==> src/rtl/dds_pkg.sv <==
// Shared DDS definitions: default widths and phase-accumulator state enum.
// Latency: none (types and constants only).
// Backpressure: not applicable.
package dds_pkg;

  localparam int ACC_W_DEF  = 32;
  localparam int ADDR_W_DEF = 10;

  typedef enum logic [1:0] {
    IDLE = 2'd0,
    RUN  = 2'd1,
    PEND = 2'd2
  } dds_state_e;

endpackage

==> src/rtl/dds_phase_acc_if.sv <==
// Control/sample bundle between the frequency-select stage, the phase accumulator and the ROM.
// Latency: none (wiring only).
// Backpressure: none; samples are qualified by addr_vld and cannot be stalled except via en.
interface dds_phase_acc_if
  import dds_pkg::*;
#(
  parameter int ACC_W  = ACC_W_DEF,
  parameter int ADDR_W = ADDR_W_DEF
);

  logic [ACC_W-1:0]  inc;
  logic              en;
  logic              sync_clr;
  logic [ADDR_W-1:0] pha_ofs;
  logic [ADDR_W-1:0] addr;
  logic              addr_vld;
  logic              wrap;
  logic [ACC_W-1:0]  inc_act;
  logic              chg_pend;

  // Controller side: drives frequency word and controls, observes samples.
  modport master (
    output inc, en, sync_clr, pha_ofs,
    input  addr, addr_vld, wrap, inc_act, chg_pend
  );

  // Accumulator side.
  modport slave (
    input  inc, en, sync_clr, pha_ofs,
    output addr, addr_vld, wrap, inc_act, chg_pend
  );

endinterface

==> src/rtl/dds_phase_acc.sv <==
// Phase accumulator: steps by inc_act, swaps increment only at a phase wrap, adds phase offset.
// Latency: a step taken at edge k is visible on addr/addr_vld/wrap after edge k+1.
// Backpressure: none; en=0 freezes phase and suppresses addr_vld/wrap.
module dds_phase_acc
  import dds_pkg::*;
#(
  parameter int ACC_W  = ACC_W_DEF,
  parameter int ADDR_W = ADDR_W_DEF
) (
  input  logic             clk,
  input  logic             rst,
  dds_phase_acc_if.slave   bus
);

  logic [ACC_W-1:0]  acc;
  logic [ACC_W-1:0]  inc_act;
  dds_state_e        state;
  logic              chg_pend_q;
  logic              step_q;
  logic              carry_q;
  logic [ACC_W:0]    sum;
  logic              carry;
  logic [ADDR_W-1:0] addr_q;
  logic              addr_vld_q;
  logic              wrap_q;

  // Full-width add so the carry-out marks the phase wrap.
  assign sum   = {1'b0, acc} + {1'b0, inc_act};
  assign carry = sum[ACC_W];

  // Accumulator and increment-swap state machine; a new increment is only
  // adopted on a carrying step so the waveform stays phase-continuous.
  always_ff @(posedge clk or posedge rst) begin
    if (rst) begin
      acc        <= '0;
      inc_act    <= '0;
      state      <= IDLE;
      chg_pend_q <= 1'b0;
      step_q     <= 1'b0;
      carry_q    <= 1'b0;
    end else if (bus.sync_clr) begin
      acc        <= '0;
      inc_act    <= bus.inc;
      state      <= (bus.inc == '0) ? IDLE : RUN;
      chg_pend_q <= 1'b0;
      step_q     <= 1'b0;
      carry_q    <= 1'b0;
    end else begin
      step_q  <= bus.en;
      carry_q <= bus.en & carry;
      if (bus.en) begin
        acc <= sum[ACC_W-1:0];
      end
      case (state)
        IDLE: begin
          // A zero increment never wraps, so load immediately.
          if (bus.inc != '0) begin
            inc_act <= bus.inc;
            state   <= RUN;
          end
        end
        RUN, PEND: begin
          if (bus.en && carry) begin
            // This edge's step still used the old increment.
            inc_act    <= bus.inc;
            state      <= (bus.inc == '0) ? IDLE : RUN;
            chg_pend_q <= 1'b0;
          end else if ((state == RUN) && (bus.inc != inc_act)) begin
            state      <= PEND;
            chg_pend_q <= 1'b1;
          end else if ((state == PEND) && (bus.inc == inc_act)) begin
            state      <= RUN;
            chg_pend_q <= 1'b0;
          end
        end
        default: begin
          state      <= IDLE;
          chg_pend_q <= 1'b0;
        end
      endcase
    end
  end

  // Output register: phase address with offset, plus sample/wrap pulses
  // for the step taken one edge earlier.
  always_ff @(posedge clk or posedge rst) begin
    if (rst) begin
      addr_q     <= '0;
      addr_vld_q <= 1'b0;
      wrap_q     <= 1'b0;
    end else if (bus.sync_clr) begin
      addr_q     <= bus.pha_ofs;
      addr_vld_q <= 1'b0;
      wrap_q     <= 1'b0;
    end else begin
      addr_vld_q <= step_q;
      wrap_q     <= carry_q;
      if (step_q) begin
        addr_q <= acc[ACC_W-1 -: ADDR_W] + bus.pha_ofs;
      end
    end
  end

  assign bus.addr     = addr_q;
  assign bus.addr_vld = addr_vld_q;
  assign bus.wrap     = wrap_q;
  assign bus.inc_act  = inc_act;
  assign bus.chg_pend = chg_pend_q;

endmodule

==> src/flat_wrapper.sv <==
// flat-port wrapper written by rule: the top's interface ports become plain ports
module dds_phase_acc_flat import dds_pkg::*;
#(
  parameter int ACC_W  = ACC_W_DEF,
  parameter int ADDR_W = ADDR_W_DEF
)
  (clk, rst, bus_inc, bus_en, bus_sync_clr, bus_pha_ofs, bus_addr, bus_addr_vld, bus_wrap, bus_inc_act, bus_chg_pend);
  dds_phase_acc_if #(.ACC_W(ACC_W), .ADDR_W(ADDR_W)) bus_i ();
  input  logic clk;
  input  logic rst;
  input wire logic [$bits(bus_i.inc)-1:0] bus_inc;
  input wire logic [$bits(bus_i.en)-1:0] bus_en;
  input wire logic [$bits(bus_i.sync_clr)-1:0] bus_sync_clr;
  input wire logic [$bits(bus_i.pha_ofs)-1:0] bus_pha_ofs;
  output wire logic [$bits(bus_i.addr)-1:0] bus_addr;
  output wire logic [$bits(bus_i.addr_vld)-1:0] bus_addr_vld;
  output wire logic [$bits(bus_i.wrap)-1:0] bus_wrap;
  output wire logic [$bits(bus_i.inc_act)-1:0] bus_inc_act;
  output wire logic [$bits(bus_i.chg_pend)-1:0] bus_chg_pend;
  assign bus_i.inc = bus_inc;
  assign bus_i.en = bus_en;
  assign bus_i.sync_clr = bus_sync_clr;
  assign bus_i.pha_ofs = bus_pha_ofs;
  assign bus_addr = bus_i.addr;
  assign bus_addr_vld = bus_i.addr_vld;
  assign bus_wrap = bus_i.wrap;
  assign bus_inc_act = bus_i.inc_act;
  assign bus_chg_pend = bus_i.chg_pend;
  dds_phase_acc #(.ACC_W(ACC_W), .ADDR_W(ADDR_W)) u_core (.clk(clk), .rst(rst), .bus(bus_i));
endmodule
==> config.mk <==
export PLATFORM = sky130hd
export DESIGN_NAME = dds_phase_acc_flat
export DESIGN_NICKNAME = d
export VERILOG_FILES = /design/src/rtl/dds_pkg.sv /design/src/rtl/dds_phase_acc_if.sv /design/src/rtl/dds_phase_acc.sv /design/src/flat_wrapper.sv
export SDC_FILE = /design/constraint.sdc
export NUM_CORES = 1
export LEC_CHECK = 0
export CORE_MARGIN = 8
export CORE_UTILIZATION = 40
export CTS_BUF_LIST = sky130_fd_sc_hd__clkbuf_16
export DETAILED_ROUTE_END_ITERATION = 8
export GPL_TIMING_DRIVEN = 0
export SLEW_MARGIN = 20
export SYNTH_ARGS = -nofsm -noshare
export SYNTH_HDL_FRONTEND = slang
export SYNTH_SLANG_ARGS = --single-unit
==> constraint.sdc <==
create_clock -name clk -period 4.5 [get_ports clk]
set_clock_uncertainty 0.05 [all_clocks]
set_input_delay 0.9 -clock clk [delete_from_list [all_inputs] [get_ports clk]]
set_output_delay 0.9 -clock clk [all_outputs]
set_load 0.005 [all_outputs]
==> results of run 1 <==
-- power breakdown --
part           total, mW  switching [mW]  internal, mW
Clock              0.780           0.303         0.476
Sequential          1.35           0.339          1.01
Combinational       3.30            1.61          1.69
Total               5.42            2.25          3.17
-- path summary, 6_finish.rpt --
kind | cells past startpoint | to
min in group asynchronous | 2 | u_core.acc[0]
hold reg to reg | 1 | u_core.bus.wrap
hold / removal | 1 | u_core.bus.wrap
setup reg to reg | 13 | u_core.bus.inc_act[11]
setup / recovery | 13 | u_core.bus.inc_act[11]
max in group asynchronous | 3 | u_core.acc[20]
-- kinds of logic (layout without fill, tap and decap cells) --
kind of cell             after synthesis  count (layout)
multiplexers                          61              61
AND/OR/NAND/NOR                      138             138
AO/OA/AOI/OAI                        153             153
buffers and inverters                 37             142
adder cells (fa/ha/maj)               47              47
XOR/XNOR                              63              63
flip-flops                            81              81
-- registers in the layout, indices dropped and copies added (netlist names) --
| name | count |
|---|---|
| u_core.bus.addr | 10 |
| u_core.bus.wrap | 1 |
| u_core.bus.chg_pend | 1 |
| u_core.acc | 32 |
| u_core.carry_q | 1 |
| u_core.bus.addr_vld | 1 |
| u_core.bus.inc_act | 32 |
| u_core.state | 2 |
| u_core.step_q | 1 |
-- layout make-up --
| class | instances | area share |
|---|---|---|
| buffer | 17 | 0.0154 |
| timing repair buffer | 90 | 0.126 |
| multi-input combinational | 462 | 0.497 |
| sequential | 81 | 0.278 |
| clock buffer | 9 | 0.0309 |
| inverter | 20 | 0.0106 |
| tap | 184 | 0.0316 |
| clock inverter | 6 | 0.0105 |
-- routing by layer --
| metal | wire length [um] | part of all wire |
|---|---|---|
| met4 | 310 | 0.019 |
| met1 | 7900 | 0.48 |
| met5 | 0 | 0 |
| met3 | 940 | 0.057 |
| met2 | 7460 | 0.45 |
-- placed cells by master (no fill, tap or decap), types with 3 or more instances in the layout --
master,netlist,final
nor2b_1,9,9
clkdlybuf4s50_1,0,89
xnor2_1,56,56
a21oi_1,41,41
o31a_1,3,3
o21bai_1,7,7
mux2_2,4,4
nand3_1,6,6
nor3_1,6,6
nor2_1,43,43
xor2_1,7,7
o21a_1,7,7
nand2b_1,5,5
inv_1,20,21
a211oi_1,7,7
nor4_1,13,13
and3_1,3,3
a21o_1,20,20
nand4_1,14,14
buf_1,4,4
mux2_4,30,30
ha_1,45,45
mux2i_1,27,27
clkbuf_1,10,10
a22o_1,7,7
nand2_1,30,30
a21boi_0,3,3
o21ai_0,30,30
dfrtp_1,81,81
clkbuf_16,0,9
buf_12,3,3
-- stage by stage --
step | util | setup WS (ns) | hold WS (ns) | power, mW | TNS (ns)
2_1_floorplan | - | 1.36 | 0.389 | 3.66 | 0
3_3_place_gp | 0.483 | -0.00538 | 0.397 | 4.55 | -0.204
3_5_place_dp | 0.485 | 0.888 | 0.415 | 4.63 | 0
4_1_cts | 0.506 | 0.931 | 0.427 | 5.44 | 0
5_1_grt | 0.506 | 0.767 | 0.442 | 5.85 | 0
6_report | 0.506 | 0.930 | 0.425 | 5.42 | 0
==> summary.txt, run 1 <==
Timing
  – # setup viols final: 0
  – RSZ-0062 raised after global routing: no
  – Min Tclk post-route: 3.57 ns
  – Period utilization: 0.793
  – Final hold vios: 0
  – Worst Tran Pin Value: 0.783 ns
  – Fmax: 280 MHz
  – Final Max Slew Viols: 0
  – Worst slew margin: 0.478

Clocking
  – Worst-path clk slew: 0.06 ns
  – Clk root buf: clkbuf_16
  – Post-CTS sizing: 0
  – H-tree lvl count: 3
  – Post-CTS Setup Bufs: 0
  – Hold_buf cts: 0
  – Clk sinks: 81
  – TritonCTS buffer count: 9
  – Later-pin clock latency in the skew report: 0.34 ns
  – CTS tree: done
  – CTS max path bufs: 2

Critical path
  – Critical path's slowest cell: dfrtp_1
  – CP Launch Point: u_core.bus.inc_act[0]
  – R2R Path Start: u_core.bus.inc_act[0]
  – Crit path required time: 4.68 ns
  – Crit path launch type: register
  – Critical path type: register to register
  – Setup slack, reg-to-reg: 0.93 ns
  – Worst path buffer plus inverter count: 2
  – Critical path's top delay family: compound AO/OA/AOI/OAI gates
  – CP dominant cell by count: o31a_1
  – Cell breakdown of the critical path: ha_1 -> inv_1 -> fa_1 -> nor2b_1 -> o31a_1 -> o41ai_2 -> o21ai_1 -> o31a_1 -> o211ai_4 -> nand2_2 -> a21oi_4 -> buf_12 -> mux2_4
  – Setup crit end kind: register
  – Max incr delay on CP: 0.42 ns
  – Max FO, Critical Path: 10
  – CP arrival: 3.74 ns

Global route
  – Initial antenna violation count: 0
  – Gr usage total: 0.181
  – GRT Residual Overflow: 0
  – Vias in the first global route: 4846
  – GR Util met3: 0.0367
  – Largest net degree at the start of global routing: 46
  – GR peak layer: met2
  – Met1 Use GR: 0.242
  – GR Util met2: 0.282
  – First-pass GRT wire length: 26100 um

Floorplanning
  – Die Ht: 137 um
  – DIE AREA: 18700 um2
  – Chip width: 137 um
  – Top-Level Pins: 91
  – Initial Util: 0.405
  – Std-Cell Core Area: 14400 um2
  – Row count: 44

Job
  – Maxcap violations: 0

Detailed routing
  – Via-per-instance ratio: 5.52
  – # DRC: 0
  – Routed wire per std cell: 19.1 um
  – Final WL: 16600 um
  – DRT Pass-1 Iters: 4
  – Initial DRC count: 270
  – Antenna viol nets, final: 0
  – Total vias in the final route: 4793

Synthesis
  – Sequential share of the synthesized area: 0.347
  – Main combinational cell family by area after synthesis: compound AO/OA/AOI/OAI gates
  – Top-area cell type share of the netlist area: 0.347
  – Post-synthesis compound-gate area fraction: 0.177
  – Synth Area in Adders: 0.103
  – Post-synth EDFFs: 0
  – Seq cells post-synth: 81
  – Cell Area, Synth: 5840 um2
  – Synth Warn #: 0
  – Count leader, synth: dfrtp_1
  – Synth async-reset ratio: 1.00
  – Net Count, Synth: 673
  – Cell taking the most area after synthesis: dfrtp_1
  – Mux contribution to synthesized area: 0.131
  – Top cells by area, synth: dfrtp_1 35%, ha_1 9.6%, xnor2_1 8.4%, mux2_4 7.7%, mux2i_1 4.6%
  – Post-Synthesis Cells: 580
  – Mean post-synth cell area: 10.1 um2
  – Post-synthesis cell type count: 60
  – Simple-gate portion of the synthesized area: 0.115
  – Post-Synth XOR/XNOR Area: 0.0945
  – Most used DFF post-synth: dfrtp_1
  – Commonest cells post-synth: 81 x dfrtp_1, 56 x xnor2_1, 45 x ha_1, 43 x nor2_1, 41 x a21oi_1

Hold path
  – Hold WC Path Type: register to register
  – Hold Startpoint: u_core.carry_q

Layout
  – Layout Cells excl Fill: 869
  – FF+latch area: 2030 um2
  – Nets: 774
  – Share of cells above drive strength 1: 0.0876
  – Final instance area: 7290 um2
  – Layout area overhead: 24.9%
  – Area of the multi-input gates: 3630 um2
  – Filler cells: 1336
  – Diode count: 0

Placement
  – DP HPWL: 12900 um
  – Cell area after placement: 6990 um2
  – Port buffer count: 89
  – Placer Congestion: 0.862
  – Placed Cells: 854

Pwr
  – Leakage: 3.27 nW
  – PD cells: 743 nW/um2
  – Worst vdd rail ir drop: 0.000329 V

Run status
  – Status: completed
Power figures use the tool's default switching activity.
==> run 2, diff against run 1 <==
==> constraint.sdc (replaced) <==
create_clock -name clk -period 3.26 [get_ports clk]
set_clock_uncertainty 0.05 [all_clocks]
set_input_delay 0.652 -clock clk [delete_from_list [all_inputs] [get_ports clk]]
set_output_delay 0.652 -clock clk [all_outputs]
set_load 0.005 [all_outputs]
==> run 2 against run 1 <==
Effect of this change:
- critical path depth increased by 1
- global-route usage increased by 0.19 points
- first-iteration DRC count decreased by 2.2%
- cell area increased by 2.7%
- worst setup slack got worse by 0.85 ns
- largest cell class unchanged
- largest power group unchanged
- highest routed layer unchanged
==> summary.txt, run 2 (same netlist as run 1, synthesis figures left out) <==
Critical path
  – FF-to-FF path depth: 14 (+1)
  – CP endpoint: u_core.bus.inc_act[10]
  – Crit path required time: 3.44 ns (-1.24 ns)
  – Setup crit end kind: register
  – FF-to-FF End: u_core.bus.inc_act[10]
  – Crit path launch type: register
  – Critical path type: register to register
  – CP arrival: 3.36 ns (-0.38 ns)
  – Setup slack, reg-to-reg: 0.08 ns (-0.85 ns)
  – Max FO, Critical Path: 7 (-3)
  – CP Launch Point: u_core.bus.inc_act[0]
  – R2R Path Start: u_core.bus.inc_act[0]

Hold path
  – Hold WC Path Type: register to register

Detailed routing
  – # DRC: 0 (unchanged)
  – Via-per-instance ratio: 5.48 (-0.69%)
  – Total vias in the final route: 4820 (+0.56%)
  – DRT Pass-1 Iters: 4 (unchanged)
  – Routed wire per std cell: 19.2 um (+0.36%)
  – Final WL: 16900 um (+1.6%)
  – Antenna viol nets, final: 0 (unchanged)
  – Initial DRC count: 264 (-2.2%)

Clocking
  – CTS tree: done
  – Clk root buf: clkbuf_16
  – Worst-path clk slew: 0.06 ns (about the same)
  – Hold_buf cts: 0 (unchanged)
  – CTS max path bufs: 2 (unchanged)
  – Clk sinks: 81 (unchanged)
  – TritonCTS buffer count: 9 (unchanged)
  – Later-pin clock latency in the skew report: 0.34 ns (about the same)
  – H-tree lvl count: 3 (unchanged)

Floorplanning
  – Chip width: 137 um (unchanged)
  – Top-Level Pins: 91 (unchanged)
  – Initial Util: 0.405 (unchanged)
  – Std-Cell Core Area: 14400 um2 (unchanged)
  – DIE AREA: 18700 um2 (unchanged)
  – Row count: 44 (unchanged)
  – Die Ht: 137 um (unchanged)

Timing
  – Setup ws final: 0.0765 ns (-0.854 ns)
  – Final Max Slew Viols: 0 (unchanged)
  – Hold slack: 0.429 ns (+0.00339 ns)
  – Min Tclk post-route: 3.18 ns (-0.386 ns)
  – # setup viols final: 0 (unchanged)
  – Period utilization: 0.977 (+0.183)
  – RSZ-0062 raised after global routing: yes
  – Fmax: 314 MHz (+12%)
  – Worst Tran Pin Value: 0.792 ns (+0.00930 ns)
  – Final hold vios: 0 (unchanged)
  – Worst slew margin: 0.467 (-0.0111)
  – Setup_tns: 0 ns (unchanged)

Pwr
  – Leakage: 3.36 nW (+2.9%)
  – PD cells: 1030 nW/um2 (+39%)
  – Worst vdd rail ir drop: 0.000454 V (+38%)
  – Final Total Pwr: 7.72 mW (+42%)

Global route
  – Gr usage total: 0.183 (+0.00186)
  – GRT Residual Overflow: 0 (unchanged)
  – Largest net degree at the start of global routing: 46 (unchanged)
  – Initial antenna violation count: 0 (unchanged)
  – Vias in the first global route: 4911 (+1.3%)
  – First-pass GRT wire length: 26400 um (+0.98%)

Layout
  – Commonest non-fill, non-tap cells in the layout: 89 x clkdlybuf4s50_1, 81 x dfrtp_1, 56 x xnor2_1
  – Nets: 785 (+1.4%)
  – Share of cells above drive strength 1: 0.114 (+0.0259)
  – Layout Cells excl Fill: 880 (+1.3%)
  – Diode count: 0 (unchanged)
  – Most common cell after layout, fill and taps aside: clkdlybuf4s50_1
  – Final Util: 0.519 (+0.0135)
  – Layout area overhead: 28.2%
  – Final instance area: 7490 um2 (+2.7%)

Placement
  – Placed Cells: 854 (unchanged)
  – DP HPWL: 12900 um (unchanged)
  – Port buffer count: 89 (unchanged)
  – Pre-CTS WS: -0.264 ns (-1.15 ns)
  – Cell area after placement: 6990 um2 (unchanged)
  – Placer Congestion: 0.862 (unchanged)

Run status
  – Status: completed

Job
  – Maxcap violations: 0 (unchanged)
[run 2: changes by cell type in the layout (fill, tap and decap cells not counted), sizes merged]
cell    delta
clkbuf     +3
buf        +8
[run 2: timing repair]
item                       4_1_cts  5_1_grt
setup buffers                    5        3
gates resized for setup          3        9
cloned                           0        3
pin swaps                        5        1
setup endpoints to repair       33       36
[run 2: area by class of cell]
type / instances / area, um2
buffer: 17 / 113
clock buffer: 9 / 225
clock inverter: 6 / 76.3
fill: 1324 / 6930
inverter: 20 / 77.6
multi-input combinational: 462 / 3670
sequential: 81 / 2030
tap: 184 / 230
timing repair buffer: 101 / 1070
[run 2: worst max-delay path: stages, from the launching register on]
cell and delay, ns:
dfrtp_1 0.38, ha_2 0.20, inv_2 0.05, fa_2 0.21, nor2b_2 0.05, o31a_1 0.30, o41ai_2 0.24, o21ai_2 0.12
o31a_1 0.31, o211ai_4 0.22, nand2_2 0.12, a21oi_4 0.18, buf_12 0.17, clkbuf_16 0.17, mux2_4 0.30
[run 2: power breakdown]
group          switching, mW  internal [mW]
Sequential             0.472           1.39
Clock                  0.408          0.658
Combinational           2.29           2.50
[run 2: layer usage]
layer	global-route usage	routed length, um	up-vias
li1	-	-	2355
met1	0.242	7900	2330
met2	0.283	7650	117
met3	0.0382	984	18
met4	0.0809	350	0
met5	0	0	-
[run 2: how the worst min path moves through the flow]
stage	startpoint	endpoint	slack, ns	cells past startpoint
final	u_core.carry_q	u_core.bus.wrap	0.43	1
after global routing	u_core.carry_q	u_core.bus.wrap	0.44	1
after CTS	u_core.carry_q	u_core.bus.wrap	0.43	1
after detailed placement	u_core.carry_q	u_core.bus.wrap	0.41	1
after global placement	u_core.carry_q	u_core.bus.wrap	0.40	1
after floorplan	u_core.carry_q	u_core.bus.wrap	0.39	1
